===== src/rtl/putout_port.sv =====
// putout_port: transmit-side output port of the stack processor.
// Words written by the putout instruction are queued in a small circular FIFO.
// The FIFO drains to an external consumer over a valid/ready handshake.
// Optional feature macro: PUTOUT_OVERFLOW_EN. When it is defined, overflow is
// a sticky flag for dropped writes. Otherwise overflow is tied to 0.
//
// Handshake semantics:
//   A word transfers on a rising CLK edge where out_valid && out_ready.
//   While out_valid is high and out_ready is low, out_data is held stable.
//   out_valid depends only on registered state, never on out_ready.
//   A write is accepted when wr_en is high and the FIFO is not FULL.
//   A write is also accepted when FULL if a read completes in that same cycle.
//   The core must stall putout while full is high.
module putout_port #(
  parameter int WIDTH = 16,
  parameter int DEPTH = 4,
  parameter int CNT_W = 32
) (
  input  logic             CLK,
  input  logic             reset,
  input  logic             wr_en,
  input  logic [WIDTH-1:0] wr_data,
  output logic             full,
  output logic             out_valid,
  output logic [WIDTH-1:0] out_data,
  input  logic             out_ready,
  output logic [WIDTH-1:0] last_written,
  output logic [CNT_W-1:0] out_count,
  output logic             overflow,
  output logic [1:0]       state_dbg
);

  localparam int AW = (DEPTH > 1) ? $clog2(DEPTH) : 1;
  localparam int OW = AW + 1;

  typedef enum logic [1:0] {
    S_EMPTY   = 2'd0,
    S_PARTIAL = 2'd1,
    S_FULL    = 2'd2
  } state_t;

  state_t           state, state_next;
  logic [WIDTH-1:0] mem [DEPTH];
  logic [AW-1:0]    rd_ptr, wr_ptr;
  logic [OW-1:0]    occ, occ_next;
  logic             rd_fire, wr_fire;

  // Outputs are decoded from registered state only.
  assign out_valid = (state != S_EMPTY);
  assign full      = (state == S_FULL);
  assign out_data  = mem[rd_ptr];
  assign state_dbg = state;

  // The read frees a slot in the same cycle, so a FULL FIFO can still take a write.
  assign rd_fire = out_valid & out_ready;
  assign wr_fire = wr_en & (~full | rd_fire);

  // Port state register.
  always_ff @(posedge CLK) begin
    if (!reset) begin
      state <= S_EMPTY;
      occ   <= '0;
    end else begin
      state <= state_next;
      occ   <= occ_next;
    end
  end

  // Next occupancy and next port state.
  always_comb begin
    occ_next   = occ;
    state_next = state;
    if (wr_fire && !rd_fire) begin
      occ_next = occ + OW'(1);
    end else if (rd_fire && !wr_fire) begin
      occ_next = occ - OW'(1);
    end
    case (state)
      S_EMPTY: begin
        if (wr_fire) state_next = S_PARTIAL;
      end
      S_PARTIAL: begin
        if (wr_fire && !rd_fire && occ == OW'(DEPTH - 1)) state_next = S_FULL;
        else if (rd_fire && !wr_fire && occ == OW'(1))    state_next = S_EMPTY;
      end
      S_FULL: begin
        if (rd_fire && !wr_fire) state_next = S_PARTIAL;
      end
      default: state_next = S_EMPTY;
    endcase
  end

  // Storage, pointers and the last-written register.
  always_ff @(posedge CLK) begin
    if (!reset) begin
      for (int i = 0; i < DEPTH; i++) mem[i] <= '0;
      wr_ptr       <= '0;
      rd_ptr       <= '0;
      last_written <= '0;
    end else begin
      if (wr_fire) begin
        mem[wr_ptr]  <= wr_data;
        wr_ptr       <= wr_ptr + AW'(1);
        last_written <= wr_data;
      end
      if (rd_fire) begin
        rd_ptr <= rd_ptr + AW'(1);
      end
    end
  end

  // Delivered-word counter; wraps naturally at 2^CNT_W.
  always_ff @(posedge CLK) begin
    if (!reset) begin
      out_count <= '0;
    end else if (rd_fire) begin
      out_count <= out_count + CNT_W'(1);
    end
  end

`ifdef PUTOUT_OVERFLOW_EN
  logic overflow_q;

  // Sticky flag for writes dropped while FULL with no read to make room.
  always_ff @(posedge CLK) begin
    if (!reset) begin
      overflow_q <= 1'b0;
    end else if (wr_en && full && !rd_fire) begin
      overflow_q <= 1'b1;
    end
  end

  assign overflow = overflow_q;
`else
  assign overflow = 1'b0;
`endif

endmodule


===== config.mk =====
export PLATFORM = sky130hd
export DESIGN_NAME = putout_port
export DESIGN_NICKNAME = d
export VERILOG_FILES = /design/src/rtl/putout_port.sv
export SDC_FILE = /design/constraint.sdc
export NUM_CORES = 1
export LEC_CHECK = 0
export BUFFER_PORTS_ARGS = -buffer_cell sky130_fd_sc_hd__buf_2
export CAP_MARGIN = 40
export CORE_ASPECT_RATIO = 0.8
export CORE_MARGIN = 5
export CORE_UTILIZATION = 40
export CTS_CLUSTER_SIZE = 30
export DETAILED_ROUTE_END_ITERATION = 10
export HOLD_SLACK_MARGIN = 0.02
export PLACE_DENSITY = 0.61
export SKIP_CTS_REPAIR_TIMING = 1
export SLEW_MARGIN = 20
export SYNTH_ARGS = -nofsm -noshare
export SYNTH_HDL_FRONTEND = slang
export SYNTH_SLANG_ARGS = --single-unit

===== constraint.sdc =====
create_clock -name CLK -period 3.15 [get_ports CLK]
set_input_delay 0 -clock CLK [delete_from_list [all_inputs] [get_ports CLK]]
set_output_delay 0 -clock CLK [all_outputs]
set_load 0.01 [all_outputs]

# Yosys cells after proc, flatten, opt, wreduce, memory -nomap -nowiden

Memory sizes are Yosys's and may differ from the RTL's. A register that Yosys moved wholly into a read port is not among the register bits.
Index checks and enable logic that the tools add are counted.

Register bits after elaboration: 57
Bits in latches: 0
RAM bits: 64
Memory bits (read-only): 0
Input bits: 20
Output and inout bits: 69
Word-level logic and storage cells: 50
Memories kept: 1

Memory list:

| name | depth | width | rd ports | clocked after Yosys merged registers in | write ports | RTL line | source |
|---|---|---|---|---|---|---|---|
| mem  | 4     | 16    | 1        | 1                                       | 4           | 43       | `logic [WIDTH-1:0] mem [DEPTH];` |

Add/sub/neg operators: 5
Multipliers: 0
Div/mod/pow operators: 0
Order comparisons: 0
Eq/ne operators: 7
Shift-type cells: 0
Mux-type cells: 16
Bitwise operators: 4
Reductions and logical operators: 11

Operators with widths:

| cell                                                   | number |
|---|---|
| adder 32 x 1 -> 32 bit (second input constant)         | 1 |
| two-way mux 16 bit                                     | 1 |
| OR reduction 16 bit                                    | 1 |
| two-way mux 2 bit                                      | 7 |
| two-way mux 3 bit                                      | 2 |
| one-hot mux 2 bit (3 select lines)                     | 1 |
| two-way mux 1 bit                                      | 5 |
| adder 2 x 1 -> 2 bit (second input constant)           | 2 |
| logical AND 1 bit                                      | 4 |
| nonzero test 2 bit                                     | 2 |
| adder 3 x 1 -> 3 bit (second input constant)           | 1 |
| equality test 3 x 1 -> 1 bit (second input constant)   | 1 |
| equality test 3 x 2 -> 1 bit (second input constant)   | 1 |
| inequality test 3 bit (second input constant)          | 1 |
| AND reduction 3 bit                                    | 1 |
| subtractor 3 x 1 -> 3 bit (second input constant)      | 1 |
| bitwise AND 1 bit                                      | 2 |
| equality test 2 x 1 -> 1 bit (second input constant)   | 1 |
| equality test 2 bit (second input constant)            | 1 |
| logical NOT 1 bit                                      | 2 |
| logical NOT 2 bit                                      | 1 |
| inequality test 2 x 1 -> 1 bit (second input constant) | 1 |
| inequality test 2 bit (second input constant)          | 1 |
| inverter 1 bit                                         | 1 |
| OR 1 bit                                               | 1 |

# Logic depth before layout (Yosys ltp)

Gate-level depths: netlist of run 1.

Depth in word-level cells: 10
Gate-level depth with buffers: 10
Depth with buffers taken out: 8

# Least setup slack after synthesis of run 1

Ideal clock, no wire load.

Path kind: reg2reg
From: register state[0], in the netlist state_dbg[0]
To: memory mem[2][0] (enable)
Library setup time: 0.411 ns
Arrival: 2.309 ns
Path slack: 0.430 ns
Stages on the path, launching flop included: 6
Period minus slack after synthesis: 2.720 ns
Cells stage by stage: dfxtp_1 > nand2b_1 > o21ai_1 > buf_2 > buf_2 > o21ai_0

RTL lines:

| what                   | RTL line | source |
|---|---|---|
| start, declared        | 42       | `state_t state, state_next;` |
| start signal, assigned | 64       | `state <= state_next;` |
| end, declared          | 43       |  |

==> run_results.csv, run 1 <==
group,metric,value,unit
outcome,run_status,"completed",
clocking,cts_num_sinks,123,
detailed_routing,routed_via_density,5.12,
final_layout,layout.area.seq,3100,sq um
yosys,mappedNetlistArea,5410,sq um
worst_setup_path,worst_setup_path_start_kind,"flop",
floorplanning,ioPinCount,89,
timing,tightest_slew,798,ps
detailed_routing,drc_errors,0,
yosys,synth_area_leader_cell,"edfxtp_1",
yosys,synthTopCellsByArea,"edfxtp_1, dfxtp_1, mux4_2, nand2_1, nor2_1",
placement,post-place-ws,770,ps
clocking,cts-root-buf,"clkbuf_16",
final_layout,area_used_by_multi_input_combinational_logic,2080,sq um
placement,gp_congestion,0.809,
grt,global_route.overflow_total,0,
detailed_routing,dr_pass1_iterations,4,
floorplanning,floorplan.initialDensity,40.4,%
detailed_routing,drtIter0Drc,212,
timing,finalClockSkew,14.6,ps
yosys,synth_enable_flop_cells,64,
yosys,synth.ff_latch_count,123,
yosys,synthFlopType,"edfxtp_1",
timing,post_route_clock_period_utilization,74.3,%
power,cellPowerDensity,584,nW/um^2
final_layout,count_of_non_filler_cells_in_the_finished_layout,793,
timing,rsz0062_at_grt,"no",
worst_setup_path,worst_setup_path_end_kind,"flop",
yosys,synth_xor_xnor_area_share,2.59,%
floorplanning,core.rowCount,38,
detailed_routing,route.vias.total,4061,
clocking,clkSlewWorstSetupHoldPaths,50,ps
worst_setup_path,cp.required,3180,ps
timing,max_freq,427,MHz
yosys,yosys_warnings,0,
grt,grt_pass1_vias,3894,
power,leakage,0.00275,uW
yosys,synth-adder-area-share,1.62,%
yosys,postSynthCellCount,495,
final_layout,final.fill_count,1234,
worst_setup_path,critPathKind,"reg2reg",
placement,post-dp-hpwl,8470,microns
timing,relSlewSlack,46.6,%
final_layout,postLayoutCellArea,6750,sq um
yosys,combinational_family_with_the_most_area_after_synthesis,"simple AND/OR/NAND/NOR gates",
timing,finalHoldViolations,0,
yosys,syn_nets,522,
power,vdd.ir_drop.worst,0.391,mV
detailed_routing,drtAntennaViolNets,0,
clocking,cts_tree,"built",
yosys,simple_gate_fraction_of_synth_area,19.7,%
timing,report.final.setup_viol,0,
final_layout,layout.nets,627,
timing,total_negative_slack,0,ps
job,max-cap-violations,0,
yosys,share_of_flip_flops_with_an_asynchronous_set_or_reset,0,%
yosys,post_synth.cell_area_avg,10.9,sq um
worst_setup_path,arrival,2370,ps
worst_setup_path,timing.critical_path.fanout_max,17,
floorplanning,die_width,140,microns
final_layout,post_route_cells_drive_above_1_share,25.0,%
floorplanning,die-height,114,microns
grt,antenna_violations_before_repair,0,
grt,grt_start_max_net_pins,53,
clocking,htreeDepth,4,
detailed_routing,wirelength,12800,microns
clocking,max-clock-path-buffers,2,
clocking,clock_insertion_delay_worst_skew,410,ps
grt,grt_first_pass_wirelength,20500,microns
clocking,numCtsBuffers,17,
yosys,netlist.area_leader.share,35.5,%
grt,gr_util_all_layers,16.4,%
placement,buffer_ports.inserted,87,
floorplanning,placeableCoreArea,13400,sq um
yosys,synth_compound_gate_area_share,7.24,%
floorplanning,die-area,16000,sq um
placement,dp_cells,743,
timing,layout_setup_ws,809,ps
detailed_routing,post_drt_wl_per_cell,16.1,microns
final_layout,area_growth,24.8,%
yosys,synth_sequential_area_ratio,57.4,%
timing,period_needed,2340,ps
yosys,synthMuxAreaShare,7.22,%
timing,maxSlewViolCount,0,
placement,placed_area,6020,sq um
final_layout,insertedDiodeCount,0,
hold_path,min-delay-path-class,"in2reg",
yosys,synth_cell_types,44,
-- through the flow --
| stage | hold WS [ps] | utilization [%] | power (uW) |
|---|---|---|---|
| floorplan | 136 | - | 2050 |
| detailed placement | 268 | 44.9 | 2180 |
| finish | 60.1 | 50.4 | 3940 |
| CTS | -173 | 49.0 | 3980 |
| global route | 80.2 | 50.4 | 4110 |
| global placement | 272 | 44.7 | 2160 |
-- synth_stat cells (all sizes together), types with 3 or more instances --
| master | number |
|---|---|
| o31ai | 8 |
| xor2 | 10 |
| or4 | 8 |
| inv | 27 |
| and4 | 7 |
| mux2i | 3 |
| or3 | 5 |
| nor4 | 6 |
| ha | 7 |
| nand3 | 10 |
| nor2 | 57 |
| a21oi | 38 |
| edfxtp | 64 |
| nand4 | 15 |
| or4b | 4 |
| o41ai | 5 |
| clkbuf | 15 |
| o21ai | 10 |
| buf | 12 |
| nand2b | 7 |
| nand2 | 67 |
| dfxtp | 59 |
| mux4 | 16 |
| and2 | 18 |
| xnor2 | 6 |
-- placed cells by master, fill, tap and decap left out, types with 8 or more instances in the layout --
cell,n
buf_2,87
and2_1,18
nand3_1,10
inv_1,24
o31ai_1,8
nor2_1,57
nand2_1,67
mux4_2,16
nand4_1,13
edfxtp_1,64
a21oi_1,38
clkbuf_16,17
dlygate4sd3_1,17
xor2_1,10
dfxtp_1,59
or4_1,8
-- routing by layer --
metal  vias up  share of wire (%)  track usage [%]
li1       1988                  -                -
met1      1926                 43             20.6
met2       127                 49             26.9
met3        20                6.1             4.57
met4         0                2.1             6.65
met5         -                  0                0
-- flip-flops by register name (all words and copies together) (netlist names), named ones only --
register,flops
mem,64
out_count,32
last_written,16
occ,3
rd_ptr,2
state_dbg,2
wr_ptr,2
-- power by group --
part / total (uW) / internal [uW] / switching (uW)
combinational: 344 / 148 / 196
clock: 1790 / 1130 / 662
sequential: 1810 / 1770 / 37.8
-- layout make-up --
cell class                 instances  area share, %
tap                              180           3.33
timing repair buffer             113           10.2
sequential                       123           45.9
inverter                          27           1.50
clock inverter                     6          0.519
clock buffer                      26           7.69
multi-input combinational        318           30.8
-- logic make-up after synthesis --
group	Yosys count
AND/OR/NAND/NOR	209
flip-flops	123
AO/OA/AOI/OAI	66
buffers and inverters	54
multiplexers	19
XOR/XNOR	16
adder cells (fa/ha/maj)	7
other	1
-- worst max-delay path, stage by stage, from the launching register on --
cell and delay (ps):
dfxtp_1 350, nand2b_1 500, or3_1 500, nand2_1 610
-- path summary, 6_finish.rpt --
kind | start | end | slack, ps | cells after the start
min reg2reg | last_written[3] | last_written[3] | 460 | 2
max reg2reg | wr_ptr[1] | mem[1][8] | 810 | 3
min | out_ready | out_count[1] | 60 | 4
max | wr_ptr[1] | mem[1][8] | 810 | 3
No activity file was read; power rests on OpenSTA's default activity.
==> inputs of run 2 (changes only) <==
--- a/config.mk
+++ b/config.mk
@@ -5,6 +5,7 @@
 export SDC_FILE = /design/constraint.sdc
 export NUM_CORES = 1
 export LEC_CHECK = 0
+export ABC_AREA = 1
 export BUFFER_PORTS_ARGS = -buffer_cell sky130_fd_sc_hd__buf_2
 export CAP_MARGIN = 40
 export CORE_ASPECT_RATIO = 0.8
==> constraint.sdc (replaced) <==
create_clock -name CLK -period 2.4 [get_ports CLK]
set_input_delay 0 -clock CLK [delete_from_list [all_inputs] [get_ports CLK]]
set_output_delay 0 -clock CLK [all_outputs]
set_load 0.01 [all_outputs]
==> run 2 against run 1 <==
Clock skew down 3.1 ps. Clock power up 41%. Non-clock buffer count rose by 6. Via count is 16% higher. Cell count rose by 21%. Wire length is 9.9% higher. Synthesized cell count increased by 31%. Critical path depth rose by 1. Combinational power up 28%. Flip-flop and latch count unchanged. Largest cell class unchanged.
==> run_results.csv, run 2 <==
group,metric,value,unit
timing,finalHoldViolations,0,
job,max-cap-violations,0,
timing,period_needed,1950,ps
yosys,synthFlopType,"edfxtp_1",
yosys,leading_cell_type_by_number_of_instances_after_synthesis,"nor2_1",
yosys,synth_sequential_area_ratio,56.4,%
worst_setup_path,critical_path.reg2reg.startpoint,"state_dbg[0]",
yosys,yosys_warnings,0,
placement,gp_congestion,0.851,
timing,finalClockSkew,11.6,ps
detailed_routing,drc_errors,0,
yosys,synth.ff_latch_count,123,
final_layout,largest_reg_flops,64,
final_layout,layout.nets,790,
worst_setup_path,worst_setup_path_end_kind,"output port",
grt,global_route.overflow_total,0,
timing,relSlewSlack,64.0,%
power,power.share.clock,47.5,%
yosys,mappedNetlistArea,5510,sq um
yosys,share_of_flip_flops_with_an_asynchronous_set_or_reset,0,%
placement,post-place-ws,650,ps
clocking,htreeDepth,4,
final_layout,layout.area.seq,3100,sq um
floorplanning,die-height,115,microns
detailed_routing,post_drt_wl_per_cell,14.7,microns
worst_setup_path,timing.critical_path.fanout_max,18,
floorplanning,core.rowCount,38,
floorplanning,die_width,141,microns
worst_setup_path,worst_setup_path_start_kind,"flop",
detailed_routing,route.vias.total,4693,
timing,max_freq,514,MHz
yosys,postSynthCellCount,648,
final_layout,layout_commonest_cell,"nor2_1",
final_layout,biggestRegsByFlops,"mem x64, out_count x32, last_written x16",
yosys,synth_common_cells,"nor2_1, nand2_1, inv_1",
yosys,synth_cell_types,33,
clocking,numCtsBuffers,17,
worst_setup_path,r2r.worst_path.cells,6,
detailed_routing,routed_via_density,4.91,
grt,gr_util_all_layers,17.6,%
worst_setup_path,cp.required,2400,ps
worst_setup_path,arrival,1950,ps
final_layout,post_route_cells_drive_above_1_share,21.3,%
placement,dp_cells,907,
grt,grt_first_pass_wirelength,22600,microns
power,power.share.sequential,44.2,%
final_layout,most_used_cells_in_the_layout_excluding_fill_and_tap_cells,"nor2_1, nand2_1, buf_2, inv_1, edfxtp_1",
yosys,synth_area_leader_cell,"edfxtp_1",
final_layout,count_of_non_filler_cells_in_the_finished_layout,956,
timing,tightest_slew,539,ps
power,leakage,0.00306,uW
timing,rsz0062_at_grt,"no",
yosys,synthTopCellsByArea,"edfxtp_1, dfxtp_1, nor2_1, nand2_1, inv_1",
yosys,post_synth.cell_area_avg,8.50,sq um
timing,post_route_clock_period_utilization,81.0,%
timing,layout_setup_ws,455,ps
final_layout,final.fill_count,1289,
outcome,run_status,"completed",
power,cellPowerDensity,769,nW/um^2
hold_path,hold-path-cell-count,3,
worst_setup_path,timing.reg2reg.setup_slack,620,ps
power,switching_power,1280,uW
final_layout,largest_register,"mem",
worst_setup_path,critPathKind,"reg2out",
power,p_int,4060,uW
timing,maxSlewViolCount,0,
grt,grt_start_max_net_pins,33,
floorplanning,floorplan.initialDensity,40.6,%
hold_path,min-delay-path-class,"in2reg",
final_layout,area_growth,26.0,%
power,power.combinational.fraction,8.3,%
hold_path,worst_case_hold_path_end_point,"occ[2]",
yosys,syn_nets,675,
detailed_routing,wirelength,14100,microns
detailed_routing,drtAntennaViolNets,0,
detailed_routing,drtIter0Drc,271,
clocking,clkSlewWorstSetupHoldPaths,60,ps
clocking,clock_insertion_delay_worst_skew,410,ps
worst_setup_path,r2r_end,"mem[3][2]",
grt,grt_pass1_vias,4421,
hold_path,min-delay-start,"reset",
power,switching_share,23.9,%
placement,post-dp-hpwl,9530,microns
final_layout,area_used_by_multi_input_combinational_logic,2000,sq um
placement,buffer_ports.inserted,87,
yosys,netlist.area_leader.share,34.9,%
yosys,synth_enable_flop_cells,64,
clocking,cts_tree,"built",
power,vdd.ir_drop.worst,0.495,mV
floorplanning,die-area,16200,sq um
floorplanning,ioPinCount,89,
detailed_routing,dr_pass1_iterations,4,
clocking,cts-root-buf,"clkbuf_16",
clocking,max-clock-path-buffers,2,
grt,antenna_violations_before_repair,0,
timing,report.final.setup_viol,0,
final_layout,insertedDiodeCount,0,
floorplanning,placeableCoreArea,13600,sq um
clocking,cts_num_sinks,123,
==> run 2: cell count changes in the layout (fill, tap and decap cells not counted), moves of 17 or more <==
cell,before,now
nor2_1,57,133
inv_1,24,74
nand2_1,67,102
o21ai_0,7,53
and2_1,18,1
nand3_1,10,37
a21oi_1,38,21
==> run 2: power by group through the flow <==
| stage | Combinational [uW] | Clock [uW] | Sequential, uW |
|---|---|---|---|
| global route | 489 | 2690 | 2370 |
| CTS | 425 | 2570 | 2360 |
| floorplan | 249 | 0 | 2400 |
| detailed placement | 422 | 0 | 2400 |
| global placement | 410 | 0 | 2400 |
| finish | 441 | 2530 | 2360 |
==> run 2: how the worst max path moves through the flow <==
stage | to | slack, ps | cells after the start
CTS | out_data[11] | 460 | 5
finish | out_data[15] | 450 | 4
global placement | mem[3][9] | 720 | 6
detailed placement | mem[3][10] | 650 | 6
global route | out_data[12] | 330 | 5
floorplan | mem[1][0] | -40 | 5
==> run 2: kinds of logic after synthesis <==
logic type	Yosys count	share of synthesized area, %
AND/OR/NAND/NOR	312	24.4
adder cells (fa/ha/maj)	7	1.59
AO/OA/AOI/OAI	99	9.57
flip-flops	123	56.4
other	1	0.0681
XOR/XNOR	4	0.636
buffers and inverters	102	7.43
==> run 2: per-stage QoR <==
step / hold slack, ps / utilization (%) / instance area [sq um] / setup TNS, ps / total power, uW
floorplan: 137 / - / 5510 / -1390 / 2650
global placement: 253 / 45.5 / 6170 / 0 / 2810
detailed placement: 257 / 45.5 / 6170 / 0 / 2830
CTS: -170 / 49.9 / 6770 / 0 / 5360
global route: 47.6 / 51.2 / 6940 / 0 / 5550
finish: 43.7 / 51.2 / 6940 / 0 / 5340
==> run 2: layout make-up <==
cell class | instances | area share, %
tap | 180 | 3.25
multi-input combinational | 423 | 28.8
clock inverter | 13 | 2.04
inverter | 79 | 4.27
clock buffer | 19 | 6.53
timing repair buffer | 119 | 10.4
sequential | 123 | 44.7
==> run 2: routing by layer <==
layer	up-vias	wire [microns]	global-route usage [%]
li1	2349	-	-
met1	2198	6620	24.3
met2	137	6480	27.9
met3	9	880	4.24
met4	0	95	5.23
met5	-	0	0
==> run 2: critical path, cell delays in order (launching register included) <==
cell,delay (ps)
dfxtp_1,660
buf_4,340
o21ai_0,120
o22ai_1,230
buf_2,180
==> inputs of run 3 (changes only) <==
--- a/config.mk
+++ b/config.mk
@@ -5,7 +5,7 @@
 export SDC_FILE = /design/constraint.sdc
 export NUM_CORES = 1
 export LEC_CHECK = 0
-export ABC_AREA = 1
+export ABC_AREA = 0
 export BUFFER_PORTS_ARGS = -buffer_cell sky130_fd_sc_hd__buf_2
 export CAP_MARGIN = 40
 export CORE_ASPECT_RATIO = 0.8
@@ -14,7 +14,7 @@
 export CTS_CLUSTER_SIZE = 30
 export DETAILED_ROUTE_END_ITERATION = 10
 export HOLD_SLACK_MARGIN = 0.02
-export PLACE_DENSITY = 0.61
+export PLACE_DENSITY = 0.63
 export SKIP_CTS_REPAIR_TIMING = 1
 export SLEW_MARGIN = 20
 export SYNTH_ARGS = -nofsm -noshare
==> constraint.sdc (replaced) <==
create_clock -name CLK -period 1.65 [get_ports CLK]
set_input_delay 0 -clock CLK [delete_from_list [all_inputs] [get_ports CLK]]
set_output_delay 0 -clock CLK [all_outputs]
set_load 0.01 [all_outputs]
==> run 3 against run 2 <==
The flow now finishes with violations (setup timing). Clock power up 50%. Die area down 1.6%. Sequential power up 46%.
==> run_results.csv, run 3 (synthesized netlist as in run 1, its figures left out) <==
group,metric,value,unit
final_layout,insertedDiodeCount,0,
hold_path,min-delay-path-class,"in2reg",
timing,post_route_clock_period_utilization,100,%
detailed_routing,routed_via_density,5.11,
detailed_routing,drtAntennaViolNets,0,
worst_setup_path,cp_slowest_cell,"mux4_2",
detailed_routing,drc_errors,0,
placement,post-place-ws,-39.7,ps
clocking,cts_tree,"built",
detailed_routing,post_drt_wl_per_cell,16.4,microns
worst_setup_path,timing.critical_path.fanout_max,8,
power,leakage,0.00318,uW
final_layout,area_growth,40.2,%
final_layout,biggestRegsByFlops,"mem x64, out_count x32, last_written x16",
power,switching_share,22.7,%
floorplanning,floorplan.initialDensity,40.4,%
worst_setup_path,gate_family_responsible_for_the_most_delay_along_the_worst_path,"multiplexers",
job,max-cap-violations,0,
power,p_int,6240,uW
worst_setup_path,worst_setup_path_start_kind,"flop",
floorplanning,die-area,16000,sq um
detailed_routing,route.vias.total,4362,
timing,finalClockSkew,7.39,ps
floorplanning,die-height,114,microns
detailed_routing,wirelength,14000,microns
timing,report.final.setup_viol,1,
timing,period_needed,1650,ps
timing,max_freq,606,MHz
final_layout,count_of_non_filler_cells_in_the_finished_layout,853,
clocking,clkSlewWorstSetupHoldPaths,50,ps
power,power.combinational.fraction,10.3,%
final_layout,largest_register,"mem",
worst_setup_path,arrival,1650,ps
power,power.share.sequential,42.7,%
power,vdd.ir_drop.worst,0.689,mV
placement,post-dp-hpwl,9210,microns
floorplanning,die_width,140,microns
final_layout,layout.nets,687,
power,switching_power,1840,uW
grt,gr_util_all_layers,17.0,%
timing,rsz0062_at_grt,"yes",
detailed_routing,drtIter0Drc,274,
worst_setup_path,critPathKind,"reg2out",
clocking,cts-root-buf,"clkbuf_16",
clocking,htreeDepth,4,
placement,dp_cells,797,
grt,grt_start_max_net_pins,41,
worst_setup_path,cp.required,1650,ps
grt,grt_first_pass_wirelength,21100,microns
worst_setup_path,worst_setup_path_end_kind,"output port",
grt,antenna_violations_before_repair,0,
timing,final.hold.worst_slack,89.2,ps
outcome,run_status,"complete, but fails checks",
power,design_power_total,8080,uW
power,cellPowerDensity,1060,nW/um^2
worst_setup_path,cp_num_buf_inv,2,
detailed_routing,dr_pass1_iterations,5,
placement,gp_congestion,0.831,
timing,layout_setup_ws,-1.08,ps
final_layout,post_route_cells_drive_above_1_share,36.8,%
outcome,failed_checks,"setup timing",
grt,grt_pass1_vias,4119,
clocking,numCtsBuffers,17,
final_layout,largest_reg_flops,64,
timing,maxSlewViolCount,0,
power,power.share.clock,47.0,%
timing,finalHoldViolations,0,
placement,buffer_ports.inserted,87,
floorplanning,placeableCoreArea,13400,sq um
timing,total_negative_slack,-1.08,ps
worst_setup_path,maximum_single_stage_delay_on_the_critical_path,550,ps
grt,global_route.overflow_total,0,
clocking,clock_insertion_delay_worst_skew,420,ps
floorplanning,core.rowCount,38,
clocking,cts_num_sinks,123,
clocking,max-clock-path-buffers,2,
worst_setup_path,crit_chain,"buf_12 -> mux4_2 -> buf_6",
final_layout,most_used_cells_in_the_layout_excluding_fill_and_tap_cells,"buf_2, nand2_1, edfxtp_1, buf_4, nor2_1",
floorplanning,ioPinCount,89,
final_layout,layout_commonest_cell,"buf_2",
[run 3: area by class of cell]
cell class | count | area (sq um)
multi-input cells | 319 | 2240
clock buffers | 21 | 460
repair buffers | 172 | 1290
flip-flops and latches | 123 | 3120
clock inverters | 11 | 141
inverters | 27 | 101
well taps | 180 | 225
fillers | 1126 | 5820
[run 3: worst min-delay path, stage by stage]
cell	delay [ps]
buf_2	120
buf_4	190
nand2_1	80
mux2i_1	50
[run 3: metal layers]
metal	vias up	global-route usage [%]	part of all wire [%]
met5	-	0	0
met1	2093	21.9	44
met3	13	5.16	6.2
met4	0	6.00	0.96
li1	2106	-	-
met2	150	27.4	49
[run 3: power by group through the flow]
stage | Combinational (uW) | Clock (uW) | Sequential, uW
after floorplan | 413 | 0 | 3510
after detailed placement | 733 | 0 | 3510
after CTS | 734 | 3850 | 3450
after global routing | 905 | 3990 | 3460
final | 832 | 3800 | 3450
after global placement | 715 | 0 | 3500
[run 3: worst paths after layout]
kind / to / slack, ps / from / depth (start not counted)
worst max-delay path: out_data[3] / -1 / flop / 3
worst min-delay path: out_count[31] / 90 / reset / 4
worst max register to register: out_count[24] / 20 / out_count[14] / 4
worst min register to register: last_written[5] / 450 / last_written[5] / 2
[run 3: through the flow]
stage / utilization (%) / area (sq um)
final: 56.6 / 7580
after global routing: 56.6 / 7580
after CTS: 53.1 / 7120
after detailed placement: 48.6 / 6520
after global placement: 48.6 / 6520
after floorplan: - / 5470
